===== config.mk =====
export PLATFORM = sky130hd
export DESIGN_NAME = fw_ip4_scan_ctrl
export DESIGN_NICKNAME = d
export VERILOG_FILES = /design/src/rtl/fw_ip4_scan_ctrl.sv
export SDC_FILE = /design/constraint.sdc
export NUM_CORES = 1
export LEC_CHECK = 0
export BUFFER_PORTS_ARGS = -buffer_cell sky130_fd_sc_hd__buf_4
export CAP_MARGIN = 20
export CORE_ASPECT_RATIO = 1.5
export CORE_MARGIN = 2
export CORE_UTILIZATION = 53
export DETAILED_ROUTE_END_ITERATION = 10
export HOLD_SLACK_MARGIN = 0.06
export PLACE_DENSITY = 0.76
export REMOVE_ABC_BUFFERS = 1
export SLEW_MARGIN = 25
export SYNTH_ARGS = -nofsm -noshare
export SYNTH_HDL_FRONTEND = slang
export SYNTH_SLANG_ARGS = --single-unit

===== constraint.sdc =====
create_clock -name fw_clk -period 5.3 [get_ports fw_clk]
set_clock_uncertainty 0.2 [all_clocks]
set_input_delay 0.53 -clock fw_clk [delete_from_list [all_inputs] [get_ports fw_clk]]
set_output_delay 0.53 -clock fw_clk [all_outputs]
set_load 0.05 [all_outputs]

===== src/rtl/fw_ip4_scan_ctrl.sv =====
// fw_ip4_scan_ctrl
//   Firmware-driven scan-chain sequencer. Firmware fills a TX bit buffer,
//   issues start, and the block shifts bit_count bits out LSB-of-word-0
//   first on fw_scan_in with a generated scan clock. It captures
//   fw_scan_out into an RX buffer on the last fw_clk of each scan-clock
//   high phase, then pulses fw_scan_load for one half-period.
//
// Ports
//   fw_clk, fw_rst              clock, synchronous active-high reset
//   start, bit_count,           sequence request; count and half-period
//   half_period                 are sampled with start
//   status_clear                clears done/error (a same-cycle set wins)
//   wr_en, wr_addr, wr_data     TX buffer word write (ignored while busy)
//   rd_addr, rd_data            RX buffer word read, one cycle latency
//   fw_scan_in/clk/load         registered scan outputs to the DUT
//   fw_scan_out                 serial return data, already in fw_clk domain
//   busy, done, error           status
module fw_ip4_scan_ctrl #(
    parameter int MAX_BITS = 256,
    parameter int AW       = 3
) (
    input  logic          fw_clk,
    input  logic          fw_rst,
    input  logic          start,
    input  logic          status_clear,
    input  logic [8:0]    bit_count,
    input  logic [7:0]    half_period,
    input  logic          wr_en,
    input  logic [AW-1:0] wr_addr,
    input  logic [31:0]   wr_data,
    input  logic [AW-1:0] rd_addr,
    output logic [31:0]   rd_data,
    output logic          fw_scan_in,
    output logic          fw_scan_clk,
    output logic          fw_scan_load,
    input  logic          fw_scan_out,
    output logic          busy,
    output logic          done,
    output logic          error
);

    localparam int         WORDS = MAX_BITS / 32;
    localparam int         IW    = $clog2(MAX_BITS);
    localparam logic [8:0] MAX_N = 9'(MAX_BITS);

    typedef enum logic [1:0] {IDLE, SHIFT_LO, SHIFT_HI, LOAD} state_t;

    state_t state, state_nxt;

    // Packed word arrays: flat bit i is word i/32, bit i%32.
    logic [WORDS-1:0][31:0] tx_mem, rx_mem;

    logic [IW-1:0] idx, idx_nxt, last_idx;
    logic [7:0]    phase, phase_nxt, h_m1;
    logic          start_ok, start_bad, phase_end, capture, done_set;
    logic          scan_in_nxt, scan_clk_nxt, scan_load_nxt;
    logic [7:0]    h_eff;

    assign busy      = (state != IDLE);
    assign start_ok  = start && (state == IDLE) && (bit_count != 9'd0) && (bit_count <= MAX_N);
    assign start_bad = start && (state == IDLE) && !((bit_count != 9'd0) && (bit_count <= MAX_N));
    assign phase_end = (phase == h_m1);
    assign done_set  = (state == LOAD) && phase_end;
    assign h_eff     = (half_period == 8'd0) ? 8'd1 : half_period;

    always_comb begin
        state_nxt     = state;
        idx_nxt       = idx;
        phase_nxt     = phase;
        capture       = 1'b0;
        scan_in_nxt   = 1'b0;
        scan_clk_nxt  = 1'b0;
        scan_load_nxt = 1'b0;

        case (state)
            IDLE: begin
                if (start_ok) begin
                    state_nxt = SHIFT_LO;
                    idx_nxt   = '0;
                    phase_nxt = 8'd0;
                end
            end
            SHIFT_LO: begin
                phase_nxt = phase + 8'd1;
                if (phase_end) begin
                    phase_nxt = 8'd0;
                    state_nxt = SHIFT_HI;
                end
            end
            SHIFT_HI: begin
                phase_nxt = phase + 8'd1;
                if (phase_end) begin
                    phase_nxt = 8'd0;
                    capture   = 1'b1;
                    if (idx == last_idx) begin
                        state_nxt = LOAD;
                    end else begin
                        idx_nxt   = idx + IW'(1);
                        state_nxt = SHIFT_LO;
                    end
                end
            end
            LOAD: begin
                phase_nxt = phase + 8'd1;
                if (phase_end) begin
                    phase_nxt = 8'd0;
                    state_nxt = IDLE;
                end
            end
            default: state_nxt = IDLE;
        endcase

        // Scan outputs are decoded from the next state so the registered
        // pins line up with the state they describe.
        case (state_nxt)
            SHIFT_LO: scan_in_nxt = tx_mem[idx_nxt[IW-1:5]][idx_nxt[4:0]];
            SHIFT_HI: begin
                scan_in_nxt  = tx_mem[idx_nxt[IW-1:5]][idx_nxt[4:0]];
                scan_clk_nxt = 1'b1;
            end
            LOAD:     scan_load_nxt = 1'b1;
            default:  ;
        endcase
    end

    always_ff @(posedge fw_clk) begin
        if (fw_rst) begin
            state        <= IDLE;
            idx          <= '0;
            last_idx     <= '0;
            phase        <= 8'd0;
            h_m1         <= 8'd0;
            tx_mem       <= '0;
            rx_mem       <= '0;
            rd_data      <= 32'd0;
            fw_scan_in   <= 1'b0;
            fw_scan_clk  <= 1'b0;
            fw_scan_load <= 1'b0;
            done         <= 1'b0;
            error        <= 1'b0;
        end else begin
            state        <= state_nxt;
            idx          <= idx_nxt;
            phase        <= phase_nxt;
            fw_scan_in   <= scan_in_nxt;
            fw_scan_clk  <= scan_clk_nxt;
            fw_scan_load <= scan_load_nxt;
            rd_data      <= rx_mem[rd_addr];

            if (start_ok) begin
                last_idx <= IW'(bit_count - 9'd1);
                h_m1     <= h_eff - 8'd1;
            end

            if (wr_en && (state == IDLE))
                tx_mem[wr_addr] <= wr_data;

            if (capture)
                rx_mem[idx[IW-1:5]][idx[4:0]] <= fw_scan_out;

            // Set events take priority over clears.
            if (done_set)
                done <= 1'b1;
            else if (status_clear || start_ok)
                done <= 1'b0;

            if (start_bad)
                error <= 1'b1;
            else if (status_clear || start_ok)
                error <= 1'b0;
        end
    end

endmodule

==> results of run 1 <==
[layer usage]
metal / track usage / routed length (um)
met1: 0.355 / 29200
met2: 0.546 / 41700
met3: 0.0509 / 8360
met4: 0.236 / 6680
met5: 0 / 0
[report_power, final]
| part | switching [mW] | total [mW] | internal, mW |
|---|---|---|---|
| clock | 1.73 | 4.14 | 2.41 |
| combinational | 0.457 | 0.672 | 0.216 |
| sequential | 0.0518 | 4.50 | 4.45 |
| total | 2.24 | 9.31 | 7.07 |
[stage by stage]
stage               power (mW)  area [um^2]  hold WS (ps)
floorplan                 4.88        25100           226
global placement          5.21        27300           237
detailed placement        5.23        27300           242
CTS                       9.31        29600          67.9
global route              9.56        29600          94.6
finish                    9.31        29600          89.0
[worst paths after layout]
path	to	slack, ps	cells past startpoint
setup / recovery	fw_scan_in	230	20
hold / removal	h_m1[4]	90	3
setup reg to reg	fw_scan_in	600	11
hold reg to reg	tx_mem[63]	250	2
[flip-flops by register name (all words and copies together) (netlist names)]
signal        cells
last_idx          8
error             1
fw_scan_in        1
state             2
tx_mem          256
rd_data          32
idx               8
rx_mem          256
fw_scan_load      1
phase             8
done              1
h_m1              8
fw_scan_clk       1
[cell families (layout without fill, tap and decap cells)]
logic type      Yosys count  after routing  share of synthesized area
flops                   583            583                      0.440
buf+inv                 344            329                     0.0576
compound gates          984            984                      0.202
mux                     156            156                     0.0891
fa+ha+maj                11             11                    0.00519
xor+xnor                 24             24                    0.00793
simple gates           1183           1183                      0.198
[Yosys cell counts (5+ instances only)]
library cell / instances
nand4_1: 67
or4_1: 5
nand3_1: 218
nand2_1: 666
a2111oi_0: 6
inv_1: 18
xnor2_1: 15
o22ai_1: 22
buf_1: 13
mux4_2: 64
a211oi_1: 24
nor2b_1: 6
mux2i_1: 92
a21oi_1: 559
clkbuf_1: 240
dfxtp_1: 583
nor2_1: 114
o21ai_0: 288
buf_4: 14
and3_1: 22
a31oi_1: 14
nor4_1: 9
or3_1: 9
nand3b_1: 9
buf_6: 11
buf_2: 18
nor3_1: 15
and2_1: 12
clkbuf_2: 27
ha_1: 11
a311oi_1: 5
a32oi_1: 7
nand2b_1: 5
xor2_1: 9
[final cells by class]
cell class              instances  area, um^2  area share
repair buffers                210        1780      0.0600
inverters                      18        67.6     0.00228
flip-flops and latches        583       11700       0.394
clock buffers                  84        1670      0.0563
multi-input cells            2358       13400       0.452
well taps                     663         830      0.0280
clock inverters                17         219     0.00739
[critical path, delay by kind of cell]
kind | cells | cell delay (ps)
adder cells (fa/ha/maj) | 1 | 210
buffers and inverters | 5 | 1360
AND/OR/NAND/NOR | 4 | 1000
AO/OA/AOI/OAI | 10 | 2280
[what timing repair did]
action | 4_1_cts | 5_1_grt
hold buffers | 40 | 0
hold endpoints to repair | 263 | 0
endpoints found under the setup margin | 0 | 1
resized for setup | 0 | 1
==> impl_metrics.toml, run 1 <==
[timing]
layout_setup_ws_ps = 230
report.final.slew_viol_count = 0
setup_viol = 0
final.setup.tns_ps = 0
max_slew.worst_pin.slew_ps = 1080
rsz0062_at_grt = "no"
slew_headroom = 0.277
fin_crit_sh = 0.957
hold_viol_final = 0
max_freq_mhz = 197
period_needed_ps = 5070

[synthesis]
synth_warnings = 0
synth.area.top_cells = "dfxtp_1 44%, a21oi_1 11%, nand2_1 9.4%, o21ai_0 5.4%, mux4_2 5.4%"
seq_area_frac_synth = 0.440
avgSynthCellArea_um2 = 8.07
synth.largest_area_cell = "dfxtp_1"
synthCells = 3285
ys.flop_type = "dfxtp_1"
netlist_area_um2 = 26500
synthDistinctLibCells = 85
ys_ff_latch = 583
synthArstFlopShare = 0
synth-edff-count = 0
synth_top_area_share = 0.440

[worst_setup_path]
startpoint_type = "primary input"
cp_common_cell = "buf_4"
path_class = "in2reg"
cpMaxStageDelayCell = "dlygate4sd3_1"
cp_slowest_stage_delay_ps = 550
critical_path.endpoint_type = "flip-flop"
cp_cell_sequence = "dlygate4sd3_1, buf_4, nor3b_1, nand2_1, or3_1, ha_1, nor3b_2, buf_4, o2111ai_1, a2111oi_1, buf_4, o21ba_4, buf_4, a31oi_1, a32oi_1, o21ai_0, a21oi_1, o2bb2ai_1, o211ai_1, o311a_1"
cp_max_fo = 19
arrival_ps = 5420
cp_data_required_time_ps = 5640
r2r_start = "idx[4]"
startpoint = "bit_count[3]"

[drt]
wl_per_cell_um = 21.9
finalWirelength_um = 86000
vias = 25384
avgViaCountPerCell = 6.45
drc = 0
drt_first_iter_violations = 2959
ant_nets = 0
drt_first_pass_iters = 6

[grt]
grt_max_degree = 197
grt_pass1_wl_um = 133000
grt_overflow = 0
antenna_found_initial = 0
grt_pass1_vias = 24526
track_usage = 0.318

[min_path]
hold_class = "in2reg"
hp-start = "half_period[4]"

[layout]
layout_common_cells = "661 x nand2_1, 583 x dfxtp_1, 559 x a21oi_1, 288 x o21ai_0, 217 x nand3_1"
drive_above_1_share = 0.113
final_nets = 3298
final_common_cell = "nand2_1"
stdcell_count = 3933
final_util = 0.598
num_antenna_cells = 0
fillers = 4359
syn_to_final_growth_pct = 11.8

[clocking]
numCtsBuffers = 55
post-cts-setup-buffers = 0
root_buffer = "clkbuf_16"
clk_path_buf_depth = 3
clk_pin_slew_worst_paths_ps = 70
cts.sinks = 583
cts_htree_levels = 2
clk_latency_ps = 590
cts_tree = "yes"

[placement]
dp_cells = 3792
place_congestion = 0.901
io_buffers = 98
place_ws_ps = -45.4
dp_hpwl_um = 50300

[die]
ios = 99
coreArea_um2 = 49500
placementRows = 100
die_w_um = 187
die_h_um = 278
die_area_um2 = 51900
start_util = 0.535

[run]
cap_viol_max_count = 0

[power]
power-per-cell-area_nw_per_um2 = 314
power_leakage_nw = 9.99
ir_drop_mv = 0.303

[status]
status = "complete, no violations"
No activity file was read; power rests on OpenSTA's default activity.
==> run 2, diff against run 1 <==
--- a/config.mk
+++ b/config.mk
@@ -9,10 +9,11 @@
 export CAP_MARGIN = 20
 export CORE_ASPECT_RATIO = 1.5
 export CORE_MARGIN = 2
-export CORE_UTILIZATION = 53
+export CORE_UTILIZATION = 50
 export DETAILED_ROUTE_END_ITERATION = 10
 export HOLD_SLACK_MARGIN = 0.06
-export PLACE_DENSITY = 0.76
+export PLACE_DENSITY = 0.73
+export RECOVER_POWER = 50
 export REMOVE_ABC_BUFFERS = 1
 export SLEW_MARGIN = 25
 export SYNTH_ARGS = -nofsm -noshare
==> impl_metrics.toml, run 2 (synthesis gave the netlist of run 1 again) <==
[clocking]
clk_latency_ps = 620
numCtsBuffers = 56
cts_htree_levels = 2
cts.sinks = 583
root_buffer = "clkbuf_16"
clk_pin_slew_worst_paths_ps = 60
clk_path_buf_depth = 3
cts_tree = "yes"

[timing]
report.final.slew_viol_count = 203
slew_headroom = -1.60
holdWs_ps = 84.8
max_freq_mhz = 200
rsz0062_at_grt = "no"
max_slew.worst_pin.slew_ps = 3910
final.setup.tns_ps = 0
setup_viol = 0
period_needed_ps = 5000
fin_crit_sh = 0.944
hold_viol_final = 0

[drt]
drt_first_iter_violations = 2543
ant_nets = 0
vias = 25025
drt_first_pass_iters = 6
drc = 0
avgViaCountPerCell = 6.33
finalWirelength_um = 85600
wl_per_cell_um = 21.7

[status]
status = "finished with violations"
violations = "capacitance limit, slew limit"

[power]
switching_share = 0.245
p_sw_mw = 2.23
p_clk_frac = 0.432
p_seq_frac = 0.494
power_mw = 9.10
ir_drop_mv = 0.267
power_frac_comb = 0.074
power-per-cell-area_nw_per_um2 = 310
power_leakage_nw = 9.74
internal_power_mw = 6.87

[grt]
grt_overflow = 0
antenna_found_initial = 4
grt_max_degree = 168
track_usage = 0.305
grt_pass1_vias = 24593
grt_pass1_wl_um = 132000

[worst_setup_path]
reg2reg_depth = 12
cp_max_fo = 35
path_class = "in2reg"
r2r_start = "idx[4]"
arrival_ps = 5310
worst_r2r_endpoint = "fw_scan_in"
reg2reg_slack_ps = 670
startpoint_type = "primary input"
critical_path.endpoint_type = "flip-flop"
cp_data_required_time_ps = 5600

[die]
placementRows = 103
die_area_um2 = 54900
die_w_um = 192
ios = 99
coreArea_um2 = 52600
die_h_um = 286
start_util = 0.504

[layout]
layout_common_cells = "664 x nand2_1, 583 x dfxtp_1, 559 x a21oi_1, 288 x o21ai_0, 217 x nand3_1"
fin_area_um2 = 29400
largestRegisters = "rx_mem x256, tx_mem x256, rd_data x32"
syn_to_final_growth_pct = 10.8
final_util = 0.559
final_nets = 3295
drive_above_1_share = 0.0964
final_common_cell = "nand2_1"
fillers = 4768

[run]
cap_viol_max_count = 6

[placement]
dp_hpwl_um = 51300
io_buffers = 98
place_congestion = 0.927
placed_area_um2 = 27300

[min_path]
hp-start = "half_period[1]"
hold_class = "in2reg"
whs_path_depth = 4
whs_endpoint = "h_m1[1]"
[run 2: cell count changes in the layout (fill, tap and decap cells not counted), sizes merged, moves of 3 or more]
cell         delta
buf            -56
clkbuf         +49
bufinv          -5
dlygate4sd3     +4
diode           +3
clkinv          +5
[run 2: how the worst max path moves through the flow]
stage | depth (start not counted) | startpoint | end
4_1_cts | 21 | bit_count[0] | fw_scan_in
6_report | 20 | bit_count[0] | fw_scan_in
5_1_grt | 21 | bit_count[0] | fw_scan_in
2_1_floorplan | 16 | bit_count[0] | fw_scan_in
3_5_place_dp | 19 | bit_count[0] | fw_scan_in
3_3_place_gp | 20 | bit_count[0] | fw_scan_in
[run 2: cell type report]
class | instances | area (um^2) | area share
flip-flops and latches | 583 | 11700 | 0.397
repair buffers | 206 | 1580 | 0.0538
inverters | 18 | 67.6 | 0.00230
well taps | 682 | 853 | 0.0290
diodes | 3 | 7.51 | 0.000256
clock inverters | 16 | 100 | 0.00341
clock buffers | 85 | 1700 | 0.0580
multi-input cells | 2358 | 13400 | 0.456
[run 2: metrics by stage]
step / instances / setup WS (ps)
2_1_floorplan: 2959 / -1290
4_1_cts: 3948 / 254
3_5_place_dp: 3803 / 195
6_report: 3951 / 299
3_3_place_gp: 3803 / 203
5_1_grt: 3950 / 79.5
[run 2: worst max-delay path, stage by stage]
cell and delay, ps:
dlygate4sd3_1 550, clkbuf_1 140, inv_1 70, ha_1 180
nor3b_2 230, nand2_1 110, or3_1 340, ha_1 210
nor3b_2 370, o2111ai_1 150, a2111oi_1 390, buf_4 200
o21ba_4 300, buf_12 250, mux2i_1 250, o22ai_2 100
nor3_1 460, or3_1 250, a22oi_1 90, o311a_1 120
[run 2: repair_timing]
| item | in CTS | in global routing |
|---|---|---|
| setup buffers | 0 | 0 |
| gates resized for setup | 0 | 2 |
| hold buffers | 44 | 0 |
| endpoints found under the setup margin | 0 | 1 |
| hold endpoints to repair | 267 | 0 |
[run 2: power by group through the flow]
stage                     Combinational, mW  Sequential, mW  Clock [mW]
final                                 0.671            4.50        3.93
after global placement                0.619            4.59           0
after floorplan                       0.302            4.58           0
after CTS                             0.664            4.50        3.98
after global routing                  0.719            4.50        4.15
after detailed placement              0.635            4.59           0
[run 2: routing by layer]
metal,up-vias,GRT usage,part of all wire
met5,-,0,0
met1,11840,0.340,0.35
li1,11410,-,-
met2,1372,0.531,0.50
met3,403,0.0478,0.082
met4,0,0.207,0.069
